**src/rtl/mapper_hyper_ctl_if.sv**
```systemverilog
// Mapper and configuration bus for the hypervisor mapping sequencer.
interface mapper_hyper_ctl_if;
  logic       ready;
  logic       trap_req;
  logic       exit_req;
  logic [7:0] map_reg;
  logic [1:0] map_reg_sel;
  logic [7:0] map_reg_hyper;
  logic       load_map_hyper;
  logic       map_enable_ext;
  logic       cfg_we;
  logic [1:0] cfg_addr;
  logic [7:0] cfg_wdata;
  logic       cfg_hyp_map_en;
  logic [7:0] shadow_rdata;
  logic       hyper_active;
  logic       busy;
  logic       done;

  // Sequencer side: drives the mapper and reports status.
  modport master (
    input  ready, trap_req, exit_req, map_reg,
    input  cfg_we, cfg_addr, cfg_wdata, cfg_hyp_map_en,
    output map_reg_sel, map_reg_hyper, load_map_hyper, map_enable_ext,
    output shadow_rdata, hyper_active, busy, done
  );

  // CPU / mapper side.
  modport slave (
    output ready, trap_req, exit_req, map_reg,
    output cfg_we, cfg_addr, cfg_wdata, cfg_hyp_map_en,
    input  map_reg_sel, map_reg_hyper, load_map_hyper, map_enable_ext,
    input  shadow_rdata, hyper_active, busy, done
  );
endinterface

```
**src/rtl/mapper_hyper_ctl.sv**
```systemverilog
// Hypervisor mapper switch: saves the four user mapper registers into a
// shadow array while loading the hypervisor map, and restores them on exit.
module mapper_hyper_ctl (
  input logic                clk,
  input logic                reset,
  mapper_hyper_ctl_if.master bus
);
  localparam int unsigned DW   = 8;
  localparam int unsigned IW   = 2;
  localparam int unsigned NREG = 4;

  typedef enum logic [1:0] {
    ST_USER  = 2'd0,
    ST_ENTER = 2'd1,
    ST_HYPER = 2'd2,
    ST_EXIT  = 2'd3
  } state_t;

  state_t          state, state_next;
  logic [IW-1:0]   idx, idx_next;
  logic [DW-1:0]   shadow  [NREG];
  logic [DW-1:0]   hyp_map [NREG];
  logic            shadow_we;
  logic [IW-1:0]   sel;
  logic [DW-1:0]   hdata;
  logic            load;
  logic            done_int;

  // State and sequence index register.
  always_ff @(posedge clk) begin
    if (reset) begin
      state <= ST_USER;
      idx   <= '0;
    end else begin
      state <= state_next;
      idx   <= idx_next;
    end
  end

  // Shadow capture and hypervisor map configuration storage.
  always_ff @(posedge clk) begin
    if (reset) begin
      for (int i = 0; i < int'(NREG); i++) begin
        shadow[i]  <= '0;
        hyp_map[i] <= '0;
      end
    end else begin
      if (shadow_we) shadow[idx] <= bus.map_reg;
      if (bus.cfg_we) hyp_map[bus.cfg_addr] <= bus.cfg_wdata;
    end
  end

  // Next-state and mapper strobe generation; reset suppresses all strobes.
  always_comb begin
    state_next = state;
    idx_next   = idx;
    sel        = bus.cfg_addr;
    load       = 1'b0;
    hdata      = '0;
    done_int   = 1'b0;
    shadow_we  = 1'b0;
    case (state)
      ST_USER: begin
        if (bus.trap_req && bus.ready) begin
          state_next = ST_ENTER;
          idx_next   = '0;
        end
      end
      ST_ENTER: begin
        sel = idx;
        if (bus.ready) begin
          shadow_we = 1'b1;
          load      = 1'b1;
          hdata     = hyp_map[idx];
          if (idx == IW'(NREG - 1)) begin
            state_next = ST_HYPER;
            idx_next   = '0;
            done_int   = 1'b1;
          end else begin
            idx_next = IW'(idx + IW'(1));
          end
        end
      end
      ST_HYPER: begin
        if (bus.exit_req && bus.ready) begin
          state_next = ST_EXIT;
          idx_next   = '0;
        end
      end
      ST_EXIT: begin
        sel = idx;
        if (bus.ready) begin
          load  = 1'b1;
          hdata = shadow[idx];
          if (idx == IW'(NREG - 1)) begin
            state_next = ST_USER;
            idx_next   = '0;
            done_int   = 1'b1;
          end else begin
            idx_next = IW'(idx + IW'(1));
          end
        end
      end
      default: begin
        state_next = ST_USER;
        idx_next   = '0;
      end
    endcase
    if (reset) begin
      load      = 1'b0;
      hdata     = '0;
      done_int  = 1'b0;
      shadow_we = 1'b0;
    end
  end

  // Mapper-facing and status outputs follow state directly.
  assign bus.map_reg_sel    = sel;
  assign bus.map_reg_hyper  = hdata;
  assign bus.load_map_hyper = load;
  assign bus.done           = done_int;
  assign bus.map_enable_ext = (reset || state == ST_USER) ? 1'b1 : bus.cfg_hyp_map_en;
  assign bus.hyper_active   = !reset && (state != ST_USER);
  assign bus.busy           = !reset && (state == ST_ENTER || state == ST_EXIT);
  assign bus.shadow_rdata   = shadow[bus.cfg_addr];
endmodule

```
**src/flat_wrapper.sv**
```systemverilog
// flat-port wrapper written by rule: the top's interface ports become plain ports
module mapper_hyper_ctl_flat 
  (clk, reset, bus_ready, bus_trap_req, bus_exit_req, bus_map_reg, bus_cfg_we, bus_cfg_addr, bus_cfg_wdata, bus_cfg_hyp_map_en, bus_map_reg_sel, bus_map_reg_hyper, bus_load_map_hyper, bus_map_enable_ext, bus_shadow_rdata, bus_hyper_active, bus_busy, bus_done);
  mapper_hyper_ctl_if bus_i ();
  input logic clk;
  input logic reset;
  input wire logic [$bits(bus_i.ready)-1:0] bus_ready;
  input wire logic [$bits(bus_i.trap_req)-1:0] bus_trap_req;
  input wire logic [$bits(bus_i.exit_req)-1:0] bus_exit_req;
  input wire logic [$bits(bus_i.map_reg)-1:0] bus_map_reg;
  input wire logic [$bits(bus_i.cfg_we)-1:0] bus_cfg_we;
  input wire logic [$bits(bus_i.cfg_addr)-1:0] bus_cfg_addr;
  input wire logic [$bits(bus_i.cfg_wdata)-1:0] bus_cfg_wdata;
  input wire logic [$bits(bus_i.cfg_hyp_map_en)-1:0] bus_cfg_hyp_map_en;
  output wire logic [$bits(bus_i.map_reg_sel)-1:0] bus_map_reg_sel;
  output wire logic [$bits(bus_i.map_reg_hyper)-1:0] bus_map_reg_hyper;
  output wire logic [$bits(bus_i.load_map_hyper)-1:0] bus_load_map_hyper;
  output wire logic [$bits(bus_i.map_enable_ext)-1:0] bus_map_enable_ext;
  output wire logic [$bits(bus_i.shadow_rdata)-1:0] bus_shadow_rdata;
  output wire logic [$bits(bus_i.hyper_active)-1:0] bus_hyper_active;
  output wire logic [$bits(bus_i.busy)-1:0] bus_busy;
  output wire logic [$bits(bus_i.done)-1:0] bus_done;
  assign bus_i.ready = bus_ready;
  assign bus_i.trap_req = bus_trap_req;
  assign bus_i.exit_req = bus_exit_req;
  assign bus_i.map_reg = bus_map_reg;
  assign bus_i.cfg_we = bus_cfg_we;
  assign bus_i.cfg_addr = bus_cfg_addr;
  assign bus_i.cfg_wdata = bus_cfg_wdata;
  assign bus_i.cfg_hyp_map_en = bus_cfg_hyp_map_en;
  assign bus_map_reg_sel = bus_i.map_reg_sel;
  assign bus_map_reg_hyper = bus_i.map_reg_hyper;
  assign bus_load_map_hyper = bus_i.load_map_hyper;
  assign bus_map_enable_ext = bus_i.map_enable_ext;
  assign bus_shadow_rdata = bus_i.shadow_rdata;
  assign bus_hyper_active = bus_i.hyper_active;
  assign bus_busy = bus_i.busy;
  assign bus_done = bus_i.done;
  mapper_hyper_ctl u_core (.clk(clk), .reset(reset), .bus(bus_i));
endmodule
```
**config.mk**
```make
export PLATFORM = sky130hd
export DESIGN_NAME = mapper_hyper_ctl_flat
export DESIGN_NICKNAME = d
export VERILOG_FILES = /design/src/rtl/mapper_hyper_ctl_if.sv /design/src/rtl/mapper_hyper_ctl.sv /design/src/flat_wrapper.sv
export SDC_FILE = /design/constraint.sdc
export NUM_CORES = 1
export LEC_CHECK = 0
export CELL_PAD_IN_SITES_DETAIL_PLACEMENT = 0
export CELL_PAD_IN_SITES_GLOBAL_PLACEMENT = 1
export CORE_UTILIZATION = 49
export DETAILED_ROUTE_END_ITERATION = 6
export GPL_ROUTABILITY_DRIVEN = 1
export PLACE_DENSITY = 0.95
export SYNTH_ARGS = -nofsm -noshare
export SYNTH_HDL_FRONTEND = slang
export SYNTH_SLANG_ARGS = --single-unit
```
**constraint.sdc**
```tcl
create_clock -name clk -period 3.9 [get_ports clk]
set_input_delay 0.78 -clock clk [delete_from_list [all_inputs] [get_ports clk]]
set_output_delay 0.78 -clock clk [all_outputs]
set_load 0.005 [all_outputs]
```
==> impl_metrics.toml, run 1 <==
[worst_hold_path]
hold_class = "reg2reg"

[critical_path]
cp-start-kind = "input pin"
arrival_ns = 2.58
reg2reg_slack_ns = 1.67
crit_path_end_kind = "output pin"
critPathMaxFanout = 13
required_ns = 3.12
criticalPathCategory = "in2out"

[clock_tree]
postCtsResizedCells = 0
cts_root_buf = "clkbuf_8"
cts_buffers = 9
cts_setup_buffers = 0
clk_pin_slew_ns = 0.08
cts.sinks = 70
clock_latency_ns = 0.32
hold_buffers = 0
cts_tree = "yes"
cts-htree-levels = 3
cts_buffer_depth = 2

[cells_and_area]
nets = 332
final_cell_mix = "64 x edfxtp_1, 57 x and2_1, 47 x clkdlybuf4s50_1"
antennaDiodeCount = 0
layout_commonest_cell = "edfxtp_1"
drive_gt1_share_pct = 17.6
area_growth_pct = 19.4

[logic_synthesis]
synth.top_cells.by_area = "edfxtp_1 53%, mux4_2 11%, and2_1 9.8%, mux4_1 4.3%, dfxtp_1 3.3%"
ys_seq_area_share_pct = 55.8
syn-cell-area_sq_um = 3660
ys_ff_latch = 70
yosysUniqueCellTypes = 36
synth_area_per_cell_sq_um = 14.6
syn-instance-count = 251
yosysWarnings = 0
yosysTopAreaCellShare_pct = 52.5
syn_nets = 282
yosys.area.top_type = "edfxtp_1"

[global_route]
grt_pass1_vias = 2216
grt_pass1_wl_um = 11200
grt_start_max_net_pins = 27
grt.overflow.total = 0
grtUsageTotal_pct = 20.3
antenna_found_initial = 0

[placed_design]
dpl.hpwl_um = 5170
place_congestion = 0.772
port_buffers = 47
dp_worst_setup_slack_ns = 0.536

[sta]
period_needed_ns = 3.36
relSlewSlack_pct = 50.0
grt_setup_unrepaired = "false"
fmax_mhz = 297
finalHoldViolations = 0
setup_viol = 0
slew_violations = 0
fin_skew_ns = 0.00590
tightestPinTransition_ns = 0.750
layout_setup_ws_ns = 0.537
tns_ns = 0
period_share_pct = 86.2

[pwr]
finalPower_mw = 1.86
ir_drop_uv = 256
p_leak_nw = 1.61
powerDensity_nw_per_um2 = 427

[floorplan]
dieWidth_um = 88.4
row_count = 31
initial_core_util_pct = 50.7
fp.dieArea_sq_um = 7810
core-area_sq_um = 7210
chipHeight_um = 88.4
ios = 48

[route]
post_drt_wl_per_cell_um = 18.1
drtAntennaViolNets = 0
via_per_inst = 5.41
drt-total-wl_um = 7350
drtPass1Iterations = 4
vias = 2191
remaining_drc_errors = 0
first_iter_violations = 124

[status]
status = "completed"

[flow_run]
maxCapViolCount = 0
-- flip-flops by register name, indices dropped and copies added (netlist names), named ones only --
register	count
u_core.shadow	32
u_core.state	2
u_core.hyp_map	32
u_core.idx	2
-- logic make-up (layout without fill, tap and decap cells) --
kind of cell | count (synthesis) | after routing | synth area share [%]
DFF | 70 | 70 | 55.8
buffers and inverters | 18 | 73 | 3.66
adders and majority gates | 6 | 6 | 2.05
and+or+nand+nor | 119 | 119 | 19.7
AOI/OAI and AO/OA | 12 | 12 | 2.81
muxes | 26 | 26 | 15.9
-- worst max-delay path, stage by stage --
cell	delay, ns
clkdlybuf4s50_1	0.91
mux4_2	0.41
clkdlybuf4s50_1	0.48
-- cells in the mapped netlist --
master     n
nand4_1    1
or2_2      7
nand2b_1   5
a21bo_2    2
a31o_2     1
inv_1      4
o21ai_0    2
o21bai_1   2
buf_4      2
nor3_2     4
nand3_1   16
mux2i_1    2
o32ai_1    2
nand2_1   10
nor2_1     3
o211a_1    1
nor2b_1    2
a41o_1     1
or3_1      2
and3_1     9
dfxtp_1    6
clkbuf_4   1
edfxtp_1  64
clkbuf_2   1
mux4_2    18
ha_1       6
buf_12     1
clkbuf_8   2
buf_2      2
mux4_1     6
o2111a_1   1
nand3b_1   1
nor3b_2    2
clkbuf_1   3
and2_1    57
buf_6      2
-- worst paths after layout --
path                                              startpoint                                end  cells after the start
worst max-delay path                         bus_cfg_addr[1]                bus_shadow_rdata[0]                      3
worst min register to register  u_core.state[1]$_SDFFE_PP0P_       u_core.state[1]$_SDFFE_PP0P_                      2
worst min-delay path            u_core.state[1]$_SDFFE_PP0P_       u_core.state[1]$_SDFFE_PP0P_                      2
worst max register to register  u_core.state[1]$_SDFFE_PP0P_  u_core.shadow[1][7]$_SDFFCE_PN0P_                      5
-- layout make-up --
class | instances | area [sq um]
Fill cell | 574 | 2850
Sequential cell | 70 | 2040
Multi-Input combinational cell | 163 | 1480
Timing Repair Buffer | 53 | 515
Clock buffer | 9 | 124
Tap cell | 99 | 124
Clock inverter | 7 | 63.8
Inverter | 4 | 15.0
-- metrics by stage --
| step | cell area (sq um) | utilization [%] | hold slack [ns] | std cells |
|---|---|---|---|---|
| 6_report | 4370 | 60.5 | 0.517 | 405 |
| 5_1_grt | 4370 | 60.5 | 0.578 | 405 |
| 4_1_cts | 4370 | 60.5 | 0.525 | 405 |
| 3_5_place_dp | 4180 | 57.9 | 0.512 | 389 |
| 3_3_place_gp | 4180 | 57.9 | 0.503 | 389 |
| 2_1_floorplan | 3660 | - | 0.481 | 251 |
-- metal layers --
layer	share of wire, %	GRT usage [%]	up-vias
met5	0	0	-
met4	0.57	4.99	0
met3	5.2	5.32	4
met2	55	36.3	63
met1	40	24.4	1076
li1	-	-	1048
-- where the power goes --
group,total (mW),switching (mW),leakage (nW),internal (mW)
combinational,0.399,0.191,0.826,0.209
clock,0.555,0.264,0.0945,0.291
sequential,0.909,0.0300,0.690,0.879
total,1.86,0.484,1.61,1.38
Note: power is estimated with default switching activity, not from simulation.
==> run 2: changes to the inputs <==
--- a/config.mk
+++ b/config.mk
@@ -7,6 +7,7 @@
 export LEC_CHECK = 0
 export CELL_PAD_IN_SITES_DETAIL_PLACEMENT = 0
 export CELL_PAD_IN_SITES_GLOBAL_PLACEMENT = 1
+export CORE_MARGIN = 4
 export CORE_UTILIZATION = 49
 export DETAILED_ROUTE_END_ITERATION = 6
 export GPL_ROUTABILITY_DRIVEN = 1
==> run 2 against run 1 <==
Against the previous run:
- cell area increased by 0.77%
- largest cell class unchanged
- power is 5.1% higher
- first-iteration DRC count shrank 15%
==> impl_metrics.toml, run 2 (synthesis results as in run 1) <==
[clock_tree]
clk_pin_slew_ns = 0.08
hold_buffers = 0
clock_latency_ns = 0.34
cts_buffers = 9
postCtsResizedCells = 0
cts_tree = "yes"
cts_setup_buffers = 0
cts.sinks = 70
cts_buffer_depth = 2
cts_root_buf = "clkbuf_8"
cts-htree-levels = 3

[sta]
tightestPinTransition_ns = 0.770
tns_ns = 0
layout_setup_ws_ns = 0.400
grt_setup_unrepaired = "false"
finalHoldViolations = 0
period_share_pct = 89.8
period_needed_ns = 3.50
slew_violations = 0
setup_viol = 0
fin_skew_ns = 0.00873
relSlewSlack_pct = 48.6
fmax_mhz = 286

[global_route]
grt_start_max_net_pins = 27
grtUsageTotal_pct = 18.3
grt_pass1_vias = 2303
grt.overflow.total = 0
antenna_found_initial = 0
grt_pass1_wl_um = 11900

[pwr]
p_int_mw = 1.45
p_clk_share_pct = 33.0
p_leak_nw = 1.62
p_seq_share_pct = 46.3
switching_share_pct = 25.9
p_switching_uw = 508
p_comb_share_pct = 20.7
ir_drop_uv = 249
powerDensity_nw_per_um2 = 445

[floorplan]
core-area_sq_um = 7250
ios = 48
fp.dieArea_sq_um = 8910
row_count = 31
initial_core_util_pct = 50.4
dieWidth_um = 94.4
chipHeight_um = 94.4

[status]
status = "completed"

[placed_design]
dpl.hpwl_um = 5190
place_congestion = 0.792
placed_cell_area_sq_um = 4180
port_buffers = 47
dp_cells = 389
dp_worst_setup_slack_ns = 0.383

[route]
drtAntennaViolNets = 0
post_drt_wl_per_cell_um = 18.3
vias = 2196
drt-total-wl_um = 7430
remaining_drc_errors = 0
via_per_inst = 5.42
drtPass1Iterations = 4
first_iter_violations = 106

[critical_path]
arrival_ns = 2.72
required_ns = 3.12
crit_path_end_kind = "output pin"
criticalPathCategory = "in2out"
critPathMaxFanout = 9
cp-start-kind = "input pin"

[cells_and_area]
drive_gt1_share_pct = 18.0
stdcell_area_sq_um = 4400
layout_commonest_cell = "edfxtp_1"
antennaDiodeCount = 0
fin_cells = 405
final_cell_mix = "64 x edfxtp_1, 57 x and2_1, 47 x clkdlybuf4s50_1"
reg_top3 = "u_core.hyp_map: 32 flops, u_core.shadow: 32 flops"
final_util_pct = 60.7
area_growth_pct = 20.3
nets = 332

[worst_hold_path]
hold_class = "reg2reg"

[flow_run]
maxCapViolCount = 0
run 2: cell count changes in the layout (fill, tap and decap cells not counted):
cell / previous run / this run
bufinv_16: 1 / 2
clkinv_1: 2 / 1
clkinv_4: 0 / 2
clkinv_2: 2 / 0
run 2: stage by stage:
step,hold slack (ns),power (mW)
after floorplan,0.481,1.18
after global placement,0.505,1.32
after detailed placement,0.518,1.33
after CTS,0.528,1.97
after global routing,0.579,2.05
final,0.520,1.96
run 2: worst paths after layout:
check / start / to / slack (ns) / depth (start not counted)
setup / recovery: bus_cfg_addr[0] / bus_shadow_rdata[5] / 0.40 / 3
hold / removal: u_core.state[1]$_SDFFE_PP0P_ / u_core.state[1]$_SDFFE_PP0P_ / 0.52 / 2
setup reg to reg: u_core.state[1]$_SDFFE_PP0P_ / u_core.shadow[0][7]$_SDFFCE_PN0P_ / 1.62 / 5
hold reg to reg: u_core.state[1]$_SDFFE_PP0P_ / u_core.state[1]$_SDFFE_PP0P_ / 0.52 / 2
run 2: final cells by class:
cell class	count	area [sq um]
clock buffers	9	124
fillers	561	2850
flip-flops and latches	70	2040
multi-input cells	163	1480
repair buffers	53	515
clock inverters	7	97.6
well taps	99	124
inverters	4	15.0
run 2: power by group through the flow:
stage          logic (mW)  clock network [mW]  registers, mW
3_5_place_dp        0.405                   0          0.924
5_1_grt             0.442               0.698          0.913
4_1_cts             0.408               0.654          0.907
6_report            0.405               0.646          0.906
2_1_floorplan       0.265                   0          0.913
3_3_place_gp        0.399                   0          0.920
run 2: worst max-delay path, stage by stage:
cell and delay [ns]:
clkdlybuf4s50_1 0.89, mux4_2 0.59, clkdlybuf4s50_1 0.46
run 2: metal layers:
layer | up-vias | global-route usage, % | share of wire [%]
li1 | 1050 | - | -
met1 | 1060 | 22.7 | 39
met2 | 79 | 31.3 | 52
met3 | 7 | 5.02 | 8.2
met4 | 0 | 5.66 | 1.1
met5 | - | 0 | 0
